==> config.mk <==
export PLATFORM = sky130hd
export DESIGN_NAME = gsim_update_flat
export DESIGN_NICKNAME = d
export VERILOG_FILES = /design/src/rtl/gsim_pkg.sv /design/src/rtl/gsim_update_if.sv /design/src/rtl/gsim_iter_ctrl.sv /design/src/rtl/gsim_update.sv /design/src/flat_wrapper.sv
export SDC_FILE = /design/constraint.sdc
export NUM_CORES = 2
export LEC_CHECK = 0
export BUFFER_PORTS_ARGS = -buffer_cell sky130_fd_sc_hd__buf_2
export CAP_MARGIN = 20
export CORE_MARGIN = 1
export CORE_UTILIZATION = 45
export CTS_CLUSTER_SIZE = 25
export DETAILED_ROUTE_END_ITERATION = 6
export PLACE_DENSITY = 0.63
export SYNTH_ARGS = -nofsm -noshare
export SYNTH_HDL_FRONTEND = slang
export SYNTH_SLANG_ARGS = --single-unit
==> constraint.sdc <==
create_clock -name clk -period 16.25 [get_ports clk]
set_input_delay 3.25 -clock clk [delete_from_list [all_inputs] [get_ports clk]]
set_output_delay 3.25 -clock clk [all_outputs]
set_load 0.02 [all_outputs]
==> src/rtl/gsim_pkg.sv <==
// Shared constants, widths and state encoding for the Gauss-Seidel unknown-update block.
package gsim_pkg;

    localparam int X_W         = 32;
    localparam int B_W         = 16;
    localparam int ACC_W       = 40;
    localparam int PROD_W      = 58;
    localparam int RECIP_SHIFT = 20;
    localparam int Q_W         = PROD_W - RECIP_SHIFT;
    localparam int IDX_W       = 4;
    localparam int ITER_W      = 16;

    localparam int COEF_1 = 13;
    localparam int COEF_2 = 6;
    localparam int COEF_3 = 1;
    localparam int RECIP  = 52429;

    typedef enum logic [1:0] {
        ST_IDLE = 2'd0,
        ST_RUN  = 2'd1,
        ST_DONE = 2'd2
    } gsim_state_e;

    // Clamp the shifted quotient into the signed Q16.16 output range.
    function automatic logic signed [X_W-1:0] sat_x(input logic signed [Q_W-1:0] q);
        logic signed [X_W-1:0] r;
        if ((&q[Q_W-1:X_W-1]) || (~|q[Q_W-1:X_W-1]))
            r = q[X_W-1:0];
        else if (q[Q_W-1])
            r = {1'b1, {(X_W-1){1'b0}}};
        else
            r = {1'b0, {(X_W-1){1'b1}}};
        return r;
    endfunction

endpackage

==> src/rtl/gsim_update_if.sv <==
// Operand/result bundle between the solution register file and the update pipeline.
interface gsim_update_if;
    import gsim_pkg::*;

    logic                     in_valid_i;
    logic signed [B_W-1:0]    b_i;
    logic signed [X_W-1:0]    p1_i;
    logic signed [X_W-1:0]    m1_i;
    logic signed [X_W-1:0]    p2_i;
    logic signed [X_W-1:0]    m2_i;
    logic signed [X_W-1:0]    p3_i;
    logic signed [X_W-1:0]    m3_i;
    logic                     out_valid_o;
    logic signed [X_W-1:0]    x_o;
    logic [IDX_W-1:0]         idx_o;
    logic [ITER_W-1:0]        iter_o;
    logic                     done_o;

    modport master (
        output in_valid_i, b_i, p1_i, m1_i, p2_i, m2_i, p3_i, m3_i,
        input  out_valid_o, x_o, idx_o, iter_o, done_o
    );

    modport slave (
        input  in_valid_i, b_i, p1_i, m1_i, p2_i, m2_i, p3_i, m3_i,
        output out_valid_o, x_o, idx_o, iter_o, done_o
    );

endinterface

==> src/rtl/gsim_iter_ctrl.sv <==
// Output qualifier, unknown index / sweep counters and the run-state FSM.
// state   | meaning
// ST_IDLE | waiting for the first operand set after reset
// ST_RUN  | sweeping; each emitted output advances idx, each idx wrap advances iter
// ST_DONE | ITER_MAX sweeps emitted; outputs suppressed until rst
module gsim_iter_ctrl
    import gsim_pkg::*;
#(
    parameter int ITER_MAX = 64,
    parameter int N_UNK    = 16
) (
    input  logic              clk,
    input  logic              rst,
    input  logic              in_valid_i,
    input  logic              pipe_valid_i,
    output logic              out_valid_o,
    output logic [IDX_W-1:0]  idx_o,
    output logic [ITER_W-1:0] iter_o,
    output logic              done_o
);

    localparam logic [IDX_W-1:0]  IDX_LAST  = IDX_W'(N_UNK - 1);
    localparam logic [ITER_W-1:0] ITER_LIM  = ITER_W'(ITER_MAX);
    localparam logic [ITER_W-1:0] ITER_LAST = ITER_W'(ITER_MAX - 1);

    gsim_state_e       state_q;
    logic              out_valid_q;
    logic [IDX_W-1:0]  idx_q, idx_d;
    logic [ITER_W-1:0] iter_q, iter_d;
    logic              done_q;
    logic              emit, last_out;

    // idx/iter advance on the edge that retires the currently displayed output.
    always_comb begin
        idx_d    = idx_q;
        iter_d   = iter_q;
        emit     = 1'b0;
        last_out = 1'b0;
        if (out_valid_q) begin
            if (idx_q == IDX_LAST) begin
                idx_d = '0;
                if (iter_q != ITER_LIM)
                    iter_d = iter_q + 1'b1;
            end else begin
                idx_d = idx_q + 1'b1;
            end
        end
        emit     = pipe_valid_i && (state_q != ST_DONE);
        last_out = emit && (idx_d == IDX_LAST) && (iter_d == ITER_LAST);
    end

    always_ff @(posedge clk) begin
        if (rst) begin
            state_q     <= ST_IDLE;
            out_valid_q <= 1'b0;
            idx_q       <= '0;
            iter_q      <= '0;
            done_q      <= 1'b0;
        end else begin
            out_valid_q <= emit;
            idx_q       <= idx_d;
            iter_q      <= iter_d;
            case (state_q)
                ST_IDLE: begin
                    if (in_valid_i)
                        state_q <= ST_RUN;
                end
                ST_RUN: begin
                    if (last_out) begin
                        state_q <= ST_DONE;
                        done_q  <= 1'b1;
                    end
                end
                ST_DONE: begin
                    state_q <= ST_DONE;
                end
                default: begin
                    state_q <= ST_IDLE;
                end
            endcase
        end
    end

    assign out_valid_o = out_valid_q;
    assign idx_o       = idx_q;
    assign iter_o      = iter_q;
    assign done_o      = done_q;

endmodule

==> src/rtl/gsim_update.sv <==
// Gauss-Seidel 7-point unknown update: x = floor(S * 52429 / 2^20), saturated to Q16.16.
// Four register ranks: pair sums, weighted sum, reciprocal product, shifted/saturated output.
module gsim_update
    import gsim_pkg::*;
#(
    parameter int ITER_MAX = 64,
    parameter int N_UNK    = 16
) (
    input  logic         clk,
    input  logic         rst,
    gsim_update_if.slave bus
);

    localparam logic signed [ACC_W-1:0]  K1 = ACC_W'(COEF_1);
    localparam logic signed [ACC_W-1:0]  K2 = ACC_W'(COEF_2);
    localparam logic signed [ACC_W-1:0]  K3 = ACC_W'(COEF_3);
    localparam logic signed [PROD_W-1:0] KR = PROD_W'(RECIP);

    logic                      v1_q, v2_q, v3_q;
    logic                      done_w, out_valid_w;
    logic signed [B_W-1:0]     b1_q;
    logic signed [X_W:0]       s1_q, s2_q, s3_q;
    logic signed [X_W:0]       s1_d, s2_d, s3_d;
    logic signed [ACC_W-1:0]   acc_q, acc_d;
    logic signed [ACC_W-1:0]   b_ext, t1, t2, t3;
    logic signed [PROD_W-1:0]  prod_q, prod_d, acc_ext;
    logic signed [Q_W-1:0]     quot;
    logic signed [X_W-1:0]     x_q;

    always_comb begin
        s1_d    = {bus.p1_i[X_W-1], bus.p1_i} + {bus.m1_i[X_W-1], bus.m1_i};
        s2_d    = {bus.p2_i[X_W-1], bus.p2_i} + {bus.m2_i[X_W-1], bus.m2_i};
        s3_d    = {bus.p3_i[X_W-1], bus.p3_i} + {bus.m3_i[X_W-1], bus.m3_i};
        b_ext   = {{(ACC_W-B_W-16){b1_q[B_W-1]}}, b1_q, 16'd0};
        t1      = {{(ACC_W-X_W-1){s1_q[X_W]}}, s1_q};
        t2      = {{(ACC_W-X_W-1){s2_q[X_W]}}, s2_q};
        t3      = {{(ACC_W-X_W-1){s3_q[X_W]}}, s3_q};
        acc_d   = b_ext + t1 * K1 - t2 * K2 + t3 * K3;
        acc_ext = {{(PROD_W-ACC_W){acc_q[ACC_W-1]}}, acc_q};
        prod_d  = acc_ext * KR;
        quot    = Q_W'(prod_q >>> RECIP_SHIFT);
    end

    // Once done, both new operands and in-flight entries are discarded.
    always_ff @(posedge clk) begin
        if (rst) begin
            v1_q <= 1'b0;
            v2_q <= 1'b0;
            v3_q <= 1'b0;
            x_q  <= '0;
        end else begin
            v1_q <= bus.in_valid_i && !done_w;
            v2_q <= v1_q && !done_w;
            v3_q <= v2_q && !done_w;
            if (v3_q && !done_w)
                x_q <= sat_x(quot);
        end
    end

    always_ff @(posedge clk) begin
        b1_q   <= bus.b_i;
        s1_q   <= s1_d;
        s2_q   <= s2_d;
        s3_q   <= s3_d;
        acc_q  <= acc_d;
        prod_q <= prod_d;
    end

    gsim_iter_ctrl #(
        .ITER_MAX (ITER_MAX),
        .N_UNK    (N_UNK)
    ) u_ctrl (
        .clk          (clk),
        .rst          (rst),
        .in_valid_i   (bus.in_valid_i),
        .pipe_valid_i (v3_q),
        .out_valid_o  (out_valid_w),
        .idx_o        (bus.idx_o),
        .iter_o       (bus.iter_o),
        .done_o       (done_w)
    );

    assign bus.out_valid_o = out_valid_w;
    assign bus.done_o      = done_w;
    assign bus.x_o         = x_q;

endmodule

==> src/flat_wrapper.sv <==
// flat-port wrapper written by rule: the top's interface ports become plain ports
module gsim_update_flat import gsim_pkg::*;
#(
    parameter int ITER_MAX = 64,
    parameter int N_UNK    = 16
)
  (clk, rst, bus_in_valid_i, bus_b_i, bus_p1_i, bus_m1_i, bus_p2_i, bus_m2_i, bus_p3_i, bus_m3_i, bus_out_valid_o, bus_x_o, bus_idx_o, bus_iter_o, bus_done_o);
  gsim_update_if bus_i ();
  input  logic clk;
  input  logic rst;
  input wire logic [$bits(bus_i.in_valid_i)-1:0] bus_in_valid_i;
  input wire logic [$bits(bus_i.b_i)-1:0] bus_b_i;
  input wire logic [$bits(bus_i.p1_i)-1:0] bus_p1_i;
  input wire logic [$bits(bus_i.m1_i)-1:0] bus_m1_i;
  input wire logic [$bits(bus_i.p2_i)-1:0] bus_p2_i;
  input wire logic [$bits(bus_i.m2_i)-1:0] bus_m2_i;
  input wire logic [$bits(bus_i.p3_i)-1:0] bus_p3_i;
  input wire logic [$bits(bus_i.m3_i)-1:0] bus_m3_i;
  output wire logic [$bits(bus_i.out_valid_o)-1:0] bus_out_valid_o;
  output wire logic [$bits(bus_i.x_o)-1:0] bus_x_o;
  output wire logic [$bits(bus_i.idx_o)-1:0] bus_idx_o;
  output wire logic [$bits(bus_i.iter_o)-1:0] bus_iter_o;
  output wire logic [$bits(bus_i.done_o)-1:0] bus_done_o;
  assign bus_i.in_valid_i = bus_in_valid_i;
  assign bus_i.b_i = bus_b_i;
  assign bus_i.p1_i = bus_p1_i;
  assign bus_i.m1_i = bus_m1_i;
  assign bus_i.p2_i = bus_p2_i;
  assign bus_i.m2_i = bus_m2_i;
  assign bus_i.p3_i = bus_p3_i;
  assign bus_i.m3_i = bus_m3_i;
  assign bus_out_valid_o = bus_i.out_valid_o;
  assign bus_x_o = bus_i.x_o;
  assign bus_idx_o = bus_i.idx_o;
  assign bus_iter_o = bus_i.iter_o;
  assign bus_done_o = bus_i.done_o;
  gsim_update #(.ITER_MAX(ITER_MAX), .N_UNK(N_UNK)) u_core (.clk(clk), .rst(rst), .bus(bus_i));
endmodule
==> run_results.csv <==
group,metric,value,unit
sta,finalHoldViolations,0,
synth,post_synth.cell_area_avg,9.13,um^2
detailed_routing,wl_per_cell,14.7,um
sta,relSlewSlack,52.8,%
critical_path,crit_start,"u_core.s1_q[1]$_DFF_P_",
floorplan,boundaryPins,265,
sta,tightest_slew,0.701,ns
detailed_routing,drt-met1-wl,32.3,mm
synth,yosysSeqAreaShare,16.4,%
floorplan,die_y,263,um
sta,setup_slack,9.66,ns
sta,fin_crit,6.59,ns
place,routabilityCongestion,0.925,
sta,totalNegativeSetupSlack,0,ns
clock_tree,clock_latency,0.59,ns
finish,layout-drive-gt1-share,9.65,%
critical_path,critPathMaxStageDelay,0.54,ns
detailed_routing,met2WireLength,29.7,mm
critical_path,start_kind,"flop",
finish,nFillCells,6454,
sta,fmax,152,MHz
clock_tree,cts_root_buf,"clkbuf_16",
detailed_routing,drc_errors,0,
run_status,run_status,"finished, final reports clean",
min_path,min_from,"u_core.v1_q$_SDFF_PP0_",
synth,synthTopCellsByCount,"656 x inv_1, 512 x ha_1, 352 x fa_1",
critical_path,rr_startpoint,"u_core.s1_q[1]$_DFF_P_",
global_routing,grt.overflow.total,0,
detailed_routing,top_layer_used,"met4",
finish,areaGrowthSynthToFinish,11.4,%
synth,syn_nets,4426,
synth,synth_warnings,0,
sta,fin_crit_sh,40.5,%
detailed_routing,drt_iter0_markers,957,
place,placed_area,32900,um^2
global_routing,antenna_found_initial,1,
clock_tree,cts_tree,"done",
synth,syn_area,30600,um^2
synth,synth_cells,3351,
sta,finalSetupViolCount,0,
synth,synth_seq_cells,251,
min_path,hold_path.class,"flop to flop",
place,portBuffers,264,
floorplan,fp-row-count,95,
clock_tree,cts_max_level,1,
sta,slew_viol_final,0,
global_routing,grt_max_degree,58,
detailed_routing,first_pass_iters,5,
critical_path,cp_max_fo,5,
detailed_routing,via_per_inst,5.03,
critical_path,cp_num_buf_inv,2,
place,dp_slack,9.53,ns
critical_path,required,16.71,ns
critical_path,path_class,"flop to flop",
clock_tree,cts_buffer_depth,3,
flow_run,maxCapViolCount,0,
sta,fin_skew,0.0218,ns
critical_path,cpMostUsedCell,"ha_1",
place,post-dp-hpwl,57.8,mm
finish,multi_input_area,23000,um^2
synth,synth.distinct_cells,76,
detailed_routing,num_vias,22760,
synth,synth.area.top_cells,"fa_1 23%, ha_1 21%, dfxtp_1 16%, inv_1 8.0%, xnor2_1 4.8%",
clock_tree,post_cts_buffers,0,
critical_path,slowest_stage,"a2111oi_0",
critical_path,crit_arrival,7.05,ns
global_routing,grt_usage,19.5,%
synth,synth_top_area_share,23.0,%
clock_tree,holdBufCountCts,0,
synth,yosysTopAreaCell,"fa_1",
floorplan,die_area,69000,um^2
clock_tree,cts.clk_slew.worst_paths,0.06,ns
critical_path,critPathTopFamily,"compound AO/OA/AOI/OAI gates",
floorplan,core_area,67300,um^2
synth,synthFlopType,"dfxtp_1",
floorplan,die_w,263,um
critical_path,crit_path_end_kind,"flop",
synth,synth_edf_count,0,
clock_tree,cts_sinks,251,
global_routing,grt_pass1_wl,111,mm
synth,async_reset_ff_share,0,%
detailed_routing,ant_nets,0,
clock_tree,cts_inserted_buffers,31,
floorplan,start_util,45.5,%
finish,layout.nets,4697,
finish,area.sequential,5020,um^2
sta,rsz0062_at_grt,"false",
finish,final_area,34100,um^2
clock_tree,cts_resized,0,
synth,synth_most_common_cell,"inv_1",
detailed_routing,dr_wl_met3,3.09,mm
detailed_routing,wirelength,66.5,mm
global_routing,grt_pass1_vias,22947,
kinds of logic (layout without fill, tap and decap cells):
logic type	Yosys count	count (layout)	synth area share (%)
AOI/OAI and AO/OA	685	685	14.2
xor gates and xnor gates	253	253	7.24
adders and majority gates	865	865	44.0
buffers and inverters	688	983	8.44
DFF	251	251	16.4
muxes	7	7	0.233
other	0	2	0
and+or+nand+nor	602	602	9.49
flip-flops by register name, summed over array words and instances (netlist names):
name and cells:
u_core.v2_q 1, u_core.prod_q 37, u_core.u_ctrl.iter_o 16, u_core.u_ctrl.idx_o 4, u_core.s3_q 33, u_core.u_ctrl.out_valid_o 1
u_core.s2_q 33, u_core.s1_q 33, u_core.v3_q 1, u_core.acc_q 40, u_core.b1_q 16, u_core.u_ctrl.state_q 2
u_core.u_ctrl.done_o 1, u_core.bus.x_o 32, u_core.v1_q 1
path summary, 6_finish.rpt:
check | to | slack, ns | cells past startpoint
hold reg to reg | u_core.v2_q$_SDFF_PP0_ | 0.43 | 1
hold / removal | u_core.v2_q$_SDFF_PP0_ | 0.43 | 1
setup / recovery | u_core.acc_q[39]$_DFF_P_ | 9.66 | 29
setup reg to reg | u_core.acc_q[39]$_DFF_P_ | 9.66 | 29
metrics by stage:
step	std cells	hold WS, ns	utilization (%)
floorplan	3351	0.406	-
global placement	4462	0.411	49.0
detailed placement	4462	0.417	49.0
CTS	4519	0.432	50.6
global route	4519	0.450	50.6
finish	4521	0.427	50.7
area by class of cell:
cell class                      instances  share of cell area (%)
Tap cell                              873                    3.21
Antenna cell                            2                  0.0147
Clock buffer                           36                    2.42
Inverter                              656                    7.23
Timing Repair Buffer                  270                    4.01
Clock inverter                         21                   0.892
Multi-Input combinational cell       2412                    67.5
Sequential cell                       251                    14.7
layer usage:
metal / vias up / track usage (%)
li1: 11662 / -
met1: 10568 / 26.9
met2: 443 / 32.6
met3: 87 / 2.52
met4: 0 / 4.24
met5: - / 0
cell usage in the layout, fill, tap and decap left out, types with 43 or more instances in the layout:
master   instances
nor3_1          69
inv_1          656
nand2_1        126
o21ai_0        108
xor2_1          86
dfxtp_1        251
fa_1           352
o21a_1          43
ha_1           512
nor2_1         190
a21oi_1        244
a21o_1          95
xnor2_1        167
buf_2          264
Power is not shown: default switching activity piles up to over one toggle a cycle in this logic, so the estimate is an artifact.
